`src/rtl/seg_scan_ctrl.sv`:
```
// Memory-mapped seven-segment scan controller: CPU-writable digit registers
// multiplexed onto active-low anode/cathode lines with PWM, blink and blanking.
module seg_scan_ctrl #(
    parameter int DIGITS       = 8,
    parameter int PRESCALE     = 10000,
    parameter int PWM_BITS     = 4,
    parameter int BLINK_FRAMES = 32
) (
    input  logic              clock,
    input  logic              reset_n,
    input  logic              sel,
    input  logic              we,
    input  logic              re,
    input  logic [4:0]        addr,
    input  logic [31:0]       din,
    output logic [31:0]       dout,
    output logic [DIGITS-1:0] an,
    output logic [7:0]        seg
);

    localparam int PRE_W = $clog2(PRESCALE);
    localparam int FRM_W = (BLINK_FRAMES > 1) ? $clog2(BLINK_FRAMES) : 1;
    localparam logic [PRE_W-1:0] PRE_LAST = PRE_W'(PRESCALE - 1);
    localparam logic [FRM_W-1:0] FRM_LAST = FRM_W'(BLINK_FRAMES - 1);
    localparam logic [3:0]       IDX_LAST = 4'(DIGITS - 1);

    typedef enum logic [2:0] {
        REG_DATA0  = 3'd0,
        REG_DATA1  = 3'd1,
        REG_EN     = 3'd2,
        REG_DP     = 3'd3,
        REG_CTRL   = 3'd4,
        REG_STATUS = 3'd5
    } reg_sel_t;

    logic [31:0]         data0, data1;
    logic [DIGITS-1:0]   en, dp;
    logic [PWM_BITS-1:0] brightness;
    logic                blink_en;

    logic [PRE_W-1:0]    pre_cnt;
    logic [3:0]          idx;
    logic [FRM_W-1:0]    frame_cnt;
    logic                blink_phase;
    logic [PWM_BITS-1:0] pwm_cnt;

    reg_sel_t            reg_addr;
    logic [31:0]         rd_data;
    logic                unused_addr_bits;
    logic [63:0]         data_all;
    logic [15:0]         en_full, dp_full;
    logic [3:0]          nibble;
    logic                lit;

    assign reg_addr         = reg_sel_t'(addr[4:2]);
    assign unused_addr_bits = ^addr[1:0];
    assign data_all         = {data1, data0};
    assign en_full          = 16'(en);
    assign dp_full          = 16'(dp);
    assign nibble           = data_all[{idx, 2'b00} +: 4];

    function automatic logic [6:0] hex7(input logic [3:0] v);
        case (v)
            4'h0: hex7 = 7'h3F;  4'h1: hex7 = 7'h06;
            4'h2: hex7 = 7'h5B;  4'h3: hex7 = 7'h4F;
            4'h4: hex7 = 7'h66;  4'h5: hex7 = 7'h6D;
            4'h6: hex7 = 7'h7D;  4'h7: hex7 = 7'h07;
            4'h8: hex7 = 7'h7F;  4'h9: hex7 = 7'h6F;
            4'hA: hex7 = 7'h77;  4'hB: hex7 = 7'h7C;
            4'hC: hex7 = 7'h39;  4'hD: hex7 = 7'h5E;
            4'hE: hex7 = 7'h79;  default: hex7 = 7'h71;
        endcase
    endfunction

    always_ff @(posedge clock) begin
        if (!reset_n) begin
            data0      <= '0;
            data1      <= '0;
            en         <= '1;
            dp         <= '0;
            brightness <= '1;
            blink_en   <= 1'b0;
        end else if (sel && we) begin
            case (reg_addr)
                REG_DATA0: data0 <= din;
                REG_DATA1: data1 <= din;
                REG_EN:    en    <= din[DIGITS-1:0];
                REG_DP:    dp    <= din[DIGITS-1:0];
                REG_CTRL: begin
                    brightness <= din[PWM_BITS-1:0];
                    blink_en   <= din[16];
                end
                default: ;
            endcase
        end
    end

    always_comb begin
        rd_data = '0;
        case (reg_addr)
            REG_DATA0:  rd_data = data0;
            REG_DATA1:  rd_data = data1;
            REG_EN:     rd_data[DIGITS-1:0] = en;
            REG_DP:     rd_data[DIGITS-1:0] = dp;
            REG_CTRL: begin
                rd_data[PWM_BITS-1:0] = brightness;
                rd_data[16]           = blink_en;
            end
            REG_STATUS: begin
                rd_data[3:0] = idx;
                rd_data[16]  = blink_phase;
            end
            default: rd_data = '0;
        endcase
    end

    // Registered read port: a same-edge write is not visible until the next read.
    always_ff @(posedge clock) begin
        if (!reset_n)
            dout <= '0;
        else if (sel && re)
            dout <= rd_data;
    end

    always_ff @(posedge clock) begin
        if (!reset_n) begin
            pre_cnt     <= '0;
            idx         <= '0;
            frame_cnt   <= '0;
            blink_phase <= 1'b0;
            pwm_cnt     <= '0;
        end else begin
            pwm_cnt <= pwm_cnt + 1'b1;
            if (pre_cnt == PRE_LAST) begin
                pre_cnt <= '0;
                if (idx == IDX_LAST) begin
                    idx <= '0;
                    if (frame_cnt == FRM_LAST) begin
                        frame_cnt   <= '0;
                        blink_phase <= ~blink_phase;
                    end else begin
                        frame_cnt <= frame_cnt + 1'b1;
                    end
                end else begin
                    idx <= idx + 1'b1;
                end
            end else begin
                pre_cnt <= pre_cnt + 1'b1;
            end
        end
    end

    // Slot cycle 0 stays dark so the previous digit's pattern never ghosts.
    assign lit = en_full[idx] && (pre_cnt != '0) && (pwm_cnt <= brightness)
                 && !(blink_en && blink_phase);

    always_ff @(posedge clock) begin
        if (!reset_n) begin
            an  <= '1;
            seg <= 8'hFF;
        end else if (lit) begin
            an  <= ~(DIGITS'(1) << idx);
            seg <= ~{dp_full[idx], hex7(nibble)};
        end else begin
            an  <= '1;
            seg <= 8'hFF;
        end
    end

endmodule

```
`config.mk`:
```
export PLATFORM = sky130hd
export DESIGN_NAME = seg_scan_ctrl
export DESIGN_NICKNAME = d
export VERILOG_FILES = /design/src/rtl/seg_scan_ctrl.sv
export SDC_FILE = /design/constraint.sdc
export NUM_CORES = 1
export LEC_CHECK = 0
export CORE_ASPECT_RATIO = 2
export CORE_MARGIN = 1
export CORE_UTILIZATION = 52
export CTS_BUF_LIST = sky130_fd_sc_hd__clkbuf_4
export DETAILED_ROUTE_END_ITERATION = 8
export PLACE_DENSITY = 0.81
export SYNTH_ARGS = -nofsm -noshare
export SYNTH_HDL_FRONTEND = slang
export SYNTH_SLANG_ARGS = --single-unit
```
`constraint.sdc`:
```
create_clock -name clock -period 2.4 [get_ports clock]
set_input_delay 0.36 -clock clock [delete_from_list [all_inputs] [get_ports clock]]
set_output_delay 0.36 -clock clock [all_outputs]
set_load 0.1 [all_outputs]
```
Yosys cells after proc, flatten, opt, wreduce, memory -nomap -nowiden
Memory sizes are Yosys's and may differ from the RTL's.
Cells that the tools add are included.
- register bits: 161
- bits in latches: 0
- RAM bits: 0
- ROM bits: 112
- input bits: 42
- word-level logic and storage cells: 66
- memories kept: 1
- memory list (memory ; depth ; width ; rd ports ; clocked after memory_dff ; wr ports ; RTL line ; text):
    (name not given) ; 16 ; 7 ; 1 ; 0 ; 0 ; 63 ; case (v)
- add/subtract/negate cells: 4
- multiply operators: 0
- divide/modulo/power cells: 0
- order comparisons: 2
- eq/ne operators: 8
- shift-type cells: 2
- muxes and demuxes: 13
- bitwise logic cells: 4
- reduce and logical (&&, ||, !) cells: 18
- operator list (cell ; count):
    $shiftx 64x7->4 ; 1
    $pmux 15 s2 ; 1
    $pmux 4 s6 ; 1
    $not 8->8 ; 2
    $pmux 4 s4 ; 1
    $pmux 8 s2 ; 1
    $add 14x1->14 const B ; 1
    $eq 14x14->1 const B ; 1
    $mux 7 ; 2
    $reduce_and 2->1 ; 7
    $reduce_bool 14->1 ; 1
    $add 4x1->4 const B ; 2
    $bmux 1 s4 ; 2
    $shl 1x4->8 const A ; 1
    $eq 3x2->1 const B ; 2
    $eq 3x3->1 const B ; 2
    $logic_and 1x1->1 ; 6
    $add 5x1->5 const B ; 1
    $eq 5x5->1 const B ; 1
    $lt 4x5->1 const B ; 1
    $mux 5 ; 1
    $eq 4x3->1 const B ; 1
    $le 4x4->1 ; 1
    $mux 4 ; 1
    other kinds (8) ; 10

Logic depth before layout (Yosys ltp)
- depth after elaboration: 8
- mapped depth: 12

Worst setup path before layout
Ideal clock, no wire load.
- kind: register to register
- start: reg idx[1]
- end: reg seg[3]
- arrival: 2.498 ns
- data required time: 2.281 ns
- path slack: -0.217 ns
- cell stages (with the launch flop): 12
- cells stage by stage: dfxtp_1 buf_2 buf_2 clkbuf_1 mux4_2 nand3_1 and3_1 inv_1 ha_1 mux2_2 mux2i_1 nand2_1
- word-level cells in the longest chain between the ends: 6
- elaborated cells between the ends (all ways): 11
- those cells by class: 1 x shift; 4 x mux; 1 x bitwise; 4 x reduce/logical; 1 x memory
- RTL lines (what ; RTL line ; text):
    start, declared ; 42 ; logic [3:0] idx;
    start signal, assigned ; 145 ; idx <= idx + 1'b1;
    branches (longest 6 deep; another with $mem_v2 16x7) ; - ;
    end signal, assigned ; 163 ; seg <= ~{dp_full[idx], hex7(nibble)};
    end, declared ; 18 ; output logic [7:0] seg
Several ways; the timed one is not identified. The select of a mux whose other input is x is not followed.
A chain may end at the register's enable or synchronous reset.

Final worst setup path
- start: reg idx[0]
- end: reg seg[3]
Same word-level chain as after synthesis.

==> impl_summary.md <==
Outcome
The flow ran to the end, and the final reports show no timing, DRC or antenna violations.

Setup path
Data on the critical path is required at its endpoint by around 2.9 ns. The worst setup path category is flop to flop. The critical path goes through buf_12 > mux4_2 > a22oi_1 > and3_1 > inv_1 > ha_1 > mux2_2 > mux2i_1 > nand2_1. The number of cells on the worst reg-to-reg path is 9. The worst setup path is launched from a flop. The endpoint type of the worst setup path is a flop. The reg-to-reg critical path startpoint is idx[0]. The endpoint of the worst-slack reg-to-reg timing path is seg[3].

STA puts the critical path data arrival time at roughly 2.8 ns. The slowest cell on the critical path is mux4_2. In this run the register-to-register setup slack is 0.12 ns. The worst stage delay on the critical path is 0.52 ns. Of all nets on the critical path, the largest fanout is 9.

Yosys
During synthesis, Yosys emitted a total of 0 warnings. The most common flop cell mapped by yosys is dfxtp_1. For this run, asynchronously set or reset flops after synthesis account for 0.

The post-synthesis average cell area is roughly 9.2 um2. Sorting the synthesized cells by how often they occur yields nand2_1 (167), dfxtp_1 (161), a21boi_0 (65), clkbuf_1 (54), nor2_1 (48). The total standard cell area after synthesis is between 7000 and 8000 um2. The cell count after synthesis came out at 815. Of the post-synthesis cell area, the dominant cell type holds 0.430. dfxtp_1 takes more of the synthesized area than any other cell. In this run, synthesis produced a sequential element count of between 150 and 200. The net count after synthesis is around 880. The sequential cell area fraction in the yosys report is 0.430.

The distinct cell type count after synthesis is 47. The number of enable-type register cells in the synthesized netlist is 0. Among all cell types in the netlist, the one instantiated most often is nand2_1. By area the synthesized netlist is led by dfxtp_1 (43%), nand2_1 (8.4%), mux4_2 (7.2%).

Finish
The final standard cell utilization of the core is 0.647. At the end of the flow, the number of nets in the layout was around 980. The ratio of cells with drive above 1 in the final layout is 0.189.

Compared with the post-synthesis result, the final layout area differs by 20.6%.

Global route
The total global routing overflow is 0. In the global route stage, met1 resource usage came out at 0.285. The total track usage is 0.279.

In this run the most used layer during global routing was met2. The global-route wire length before repair is between 30 and 40 mm. The number of global-route vias before repair is ~6200.

For this run, global-route usage on met3 was measured as 0.0480. The routing usage on met2 is 0.508. Entering global routing, the biggest net connects 95 pins. The number of antenna violations at the first check in global routing is 1.

Route
The number of iterations in the first detailed-routing pass is 5. Dividing the detail-routed via count by the number of cells gives 5.72. The total length of routed wires is about 20 mm. The average wire length per cell after detail routing is between 15 and 20 um. Detailed routing inserted a total of ~6400 vias.

The number of routed nets with antenna violations is 0. After detailed routing, the number of remaining DRC violations is 0. The number of violations reported at the end of detailed-routing iteration 0 is 407.

Placement
At the placement stage, the worst setup path has a slack of between 0.03 and 0.04 ns. The number of buffer cells added on primary ports is 87. The sum of net half-perimeters after detailed placement is around 15 mm.

The global placer's final weighted congestion is around 0.91.

Floorplanning
The initial core utilization is 0.537. The die covers roughly 15000 um2. Measured along the y axis, the die boundary spans around 170 um. The initialized floorplan defines just over 60 standard-cell rows. The number of primary I/O pins is 90. The placeable core area is around 14000 um2. The floorplan step set the die width to between 80 and 90 um.

Timing
Setup slack closes at between 0.1 and 0.15 ns. The count of endpoints failing hold in the final timing report was 0. Setup violations remaining at the end of the flow were counted as 0. Setup repair after global routing left no endpoint under its margin.

Measured against its own limit, the worst slew margin works out to 0.490. For the pin with the worst max-slew slack, the measured transition is about 0.77 ns. Counting I/O delays and the setup requirement, the final critical path takes ~2.3 ns. The aggregate negative setup slack is 0 ns.

For the final database, setup skew stands at just under 0.03 ns. The final number of max-transition violations is 0. Timing would allow up to ~440 MHz. In the finished design, the share of the clock period the worst path needs comes to 0.952.

Power
In this run the static leakage power is about 3.5 nW. In this run the power density over the cells is 579 nW/um2. The post-route total power is between 5 and 6 mW. The largest vdd supply drop is 0.433 mV.

Clock network
For the worst-skew pair, the clock arrives at the later sink with an insertion delay of between 0.5 and 0.6 ns. The post-CTS clock slew at the launch and capture registers of the worst setup and hold paths is 0.14 ns. Hold repair after CTS inserted 0 buffers. In this run the clock root is driven by a clkbuf_4. In this run the deepest clock path goes through 2 buffers. TritonCTS built the clock tree.

The total clock buffers created by CTS is 17. The CTS H-tree depth is 4. The number of sinks driven by the clock tree is about 160.

Worst hold path
The path with the worst hold slack has its endpoint at dout[1]. The class of the tightest hold or removal check is input pin to flop. The cell depth of the worst min-delay path is 3.

The worst hold path startpoint is reset_n.

Job
The max-cap check violation count is 0.
cells in the final DEF (no fill, tap or decap), types with 15 or more instances in the layout:
cell / Yosys / final
clkbuf_4: 0 / 18
clkdlybuf4s50_1: 0 / 38
buf_4: 0 / 99
nor2_1: 48 / 48
nor2b_1: 25 / 25
nand2_1: 167 / 167
inv_1: 16 / 15
nand3_1: 26 / 25
a221oi_1: 23 / 23
nor3b_1: 26 / 25
dfxtp_1: 161 / 159
ha_1: 21 / 21
mux4_2: 24 / 24
a21boi_0: 65 / 65
mux2i_1: 36 / 36
power by group:
group          internal, mW  total (mW)  switching (mW)
Clock                 0.646        1.65            1.01
Sequential             2.74        2.79          0.0444
Combinational         0.255       0.788           0.533
Total                  3.64        5.23            1.59
worst max path at each step:
stage / startpoint / endpoint / slack, ns
final: idx[0] / seg[3] / 0.12
after global routing: idx[0] / seg[3] / 0.009
after CTS: idx[0] / seg[3] / 0.01
after detailed placement: idx[0] / seg[3] / 0.04
after global placement: idx[0] / seg[3] / 0.06
after floorplan: idx[0] / seg[3] / 0.003
critical path: cells and delay by family, from the launching register on:
kind	cells	cell delay [ns]
multiplexers	3	0.92
flip-flops	1	0.38
AND/OR/NAND/NOR	2	0.26
adder cells (fa/ha/maj)	1	0.22
buffers and inverters	2	0.21
AO/OA/AOI/OAI	1	0.18
final cells by class:
| cell class | count | area [um2] |
|---|---|---|
| Timing Repair Buffer | 143 | 1230 |
| Clock buffer | 18 | 135 |
| Sequential cell | 161 | 3230 |
| Tap cell | 189 | 236 |
| Multi-Input combinational cell | 576 | 4000 |
| Inverter | 16 | 60.1 |
| Clock inverter | 13 | 153 |
| Antenna cell | 1 | 2.50 |
| Fill cell | 1168 | 4930 |
sequential cells by signal, summed over array words and instances (netlist names):
name / cells
blink_phase: 1
en: 8
frame_cnt: 5
pwm_cnt: 4
idx: 4
data1: 32
dp: 8
blink_en: 1
data0: 32
pre_cnt: 14
brightness: 4
dout: 32
an: 8
seg: 8
layer usage:
| metal | vias to the layer above | wire length (um) |
|---|---|---|
| met2 | 231 | 10700 |
| met3 | 67 | 835 |
| met1 | 3039 | 7020 |
| met4 | 0 | 1230 |
| li1 | 3054 | - |
| met5 | - | 0 |
what timing repair did:
action                                  CTS  global route
endpoints found under the setup margin    0             8
gates resized for setup                   0             5
endpoints found under the hold margin     0             0
buffers inserted                          0             6
cell families (layout without fill, tap and decap cells):
family | Yosys count | count (layout) | share of synthesized area
compound gates | 139 | 139 | 0.136
xor+xnor | 14 | 14 | 0.0164
buf+inv | 78 | 190 | 0.0402
flops | 161 | 161 | 0.430
fa+ha+maj | 21 | 21 | 0.0351
simple gates | 339 | 339 | 0.217
other cells | 0 | 1 | 0
mux | 63 | 63 | 0.125
metrics by stage:
| stage | instance area, um2 | hold WS, ns | std cells |
|---|---|---|---|
| 6_report | 9040 | 0.317 | 1117 |
| 5_1_grt | 9040 | 0.310 | 1117 |
| 4_1_cts | 8980 | 0.293 | 1110 |
| 3_5_place_dp | 8690 | 0.464 | 1079 |
| 3_3_place_gp | 8690 | 0.457 | 1079 |
| 2_1_floorplan | 7500 | 0.437 | 815 |
No activity file was read; power rests on OpenSTA's default activity.
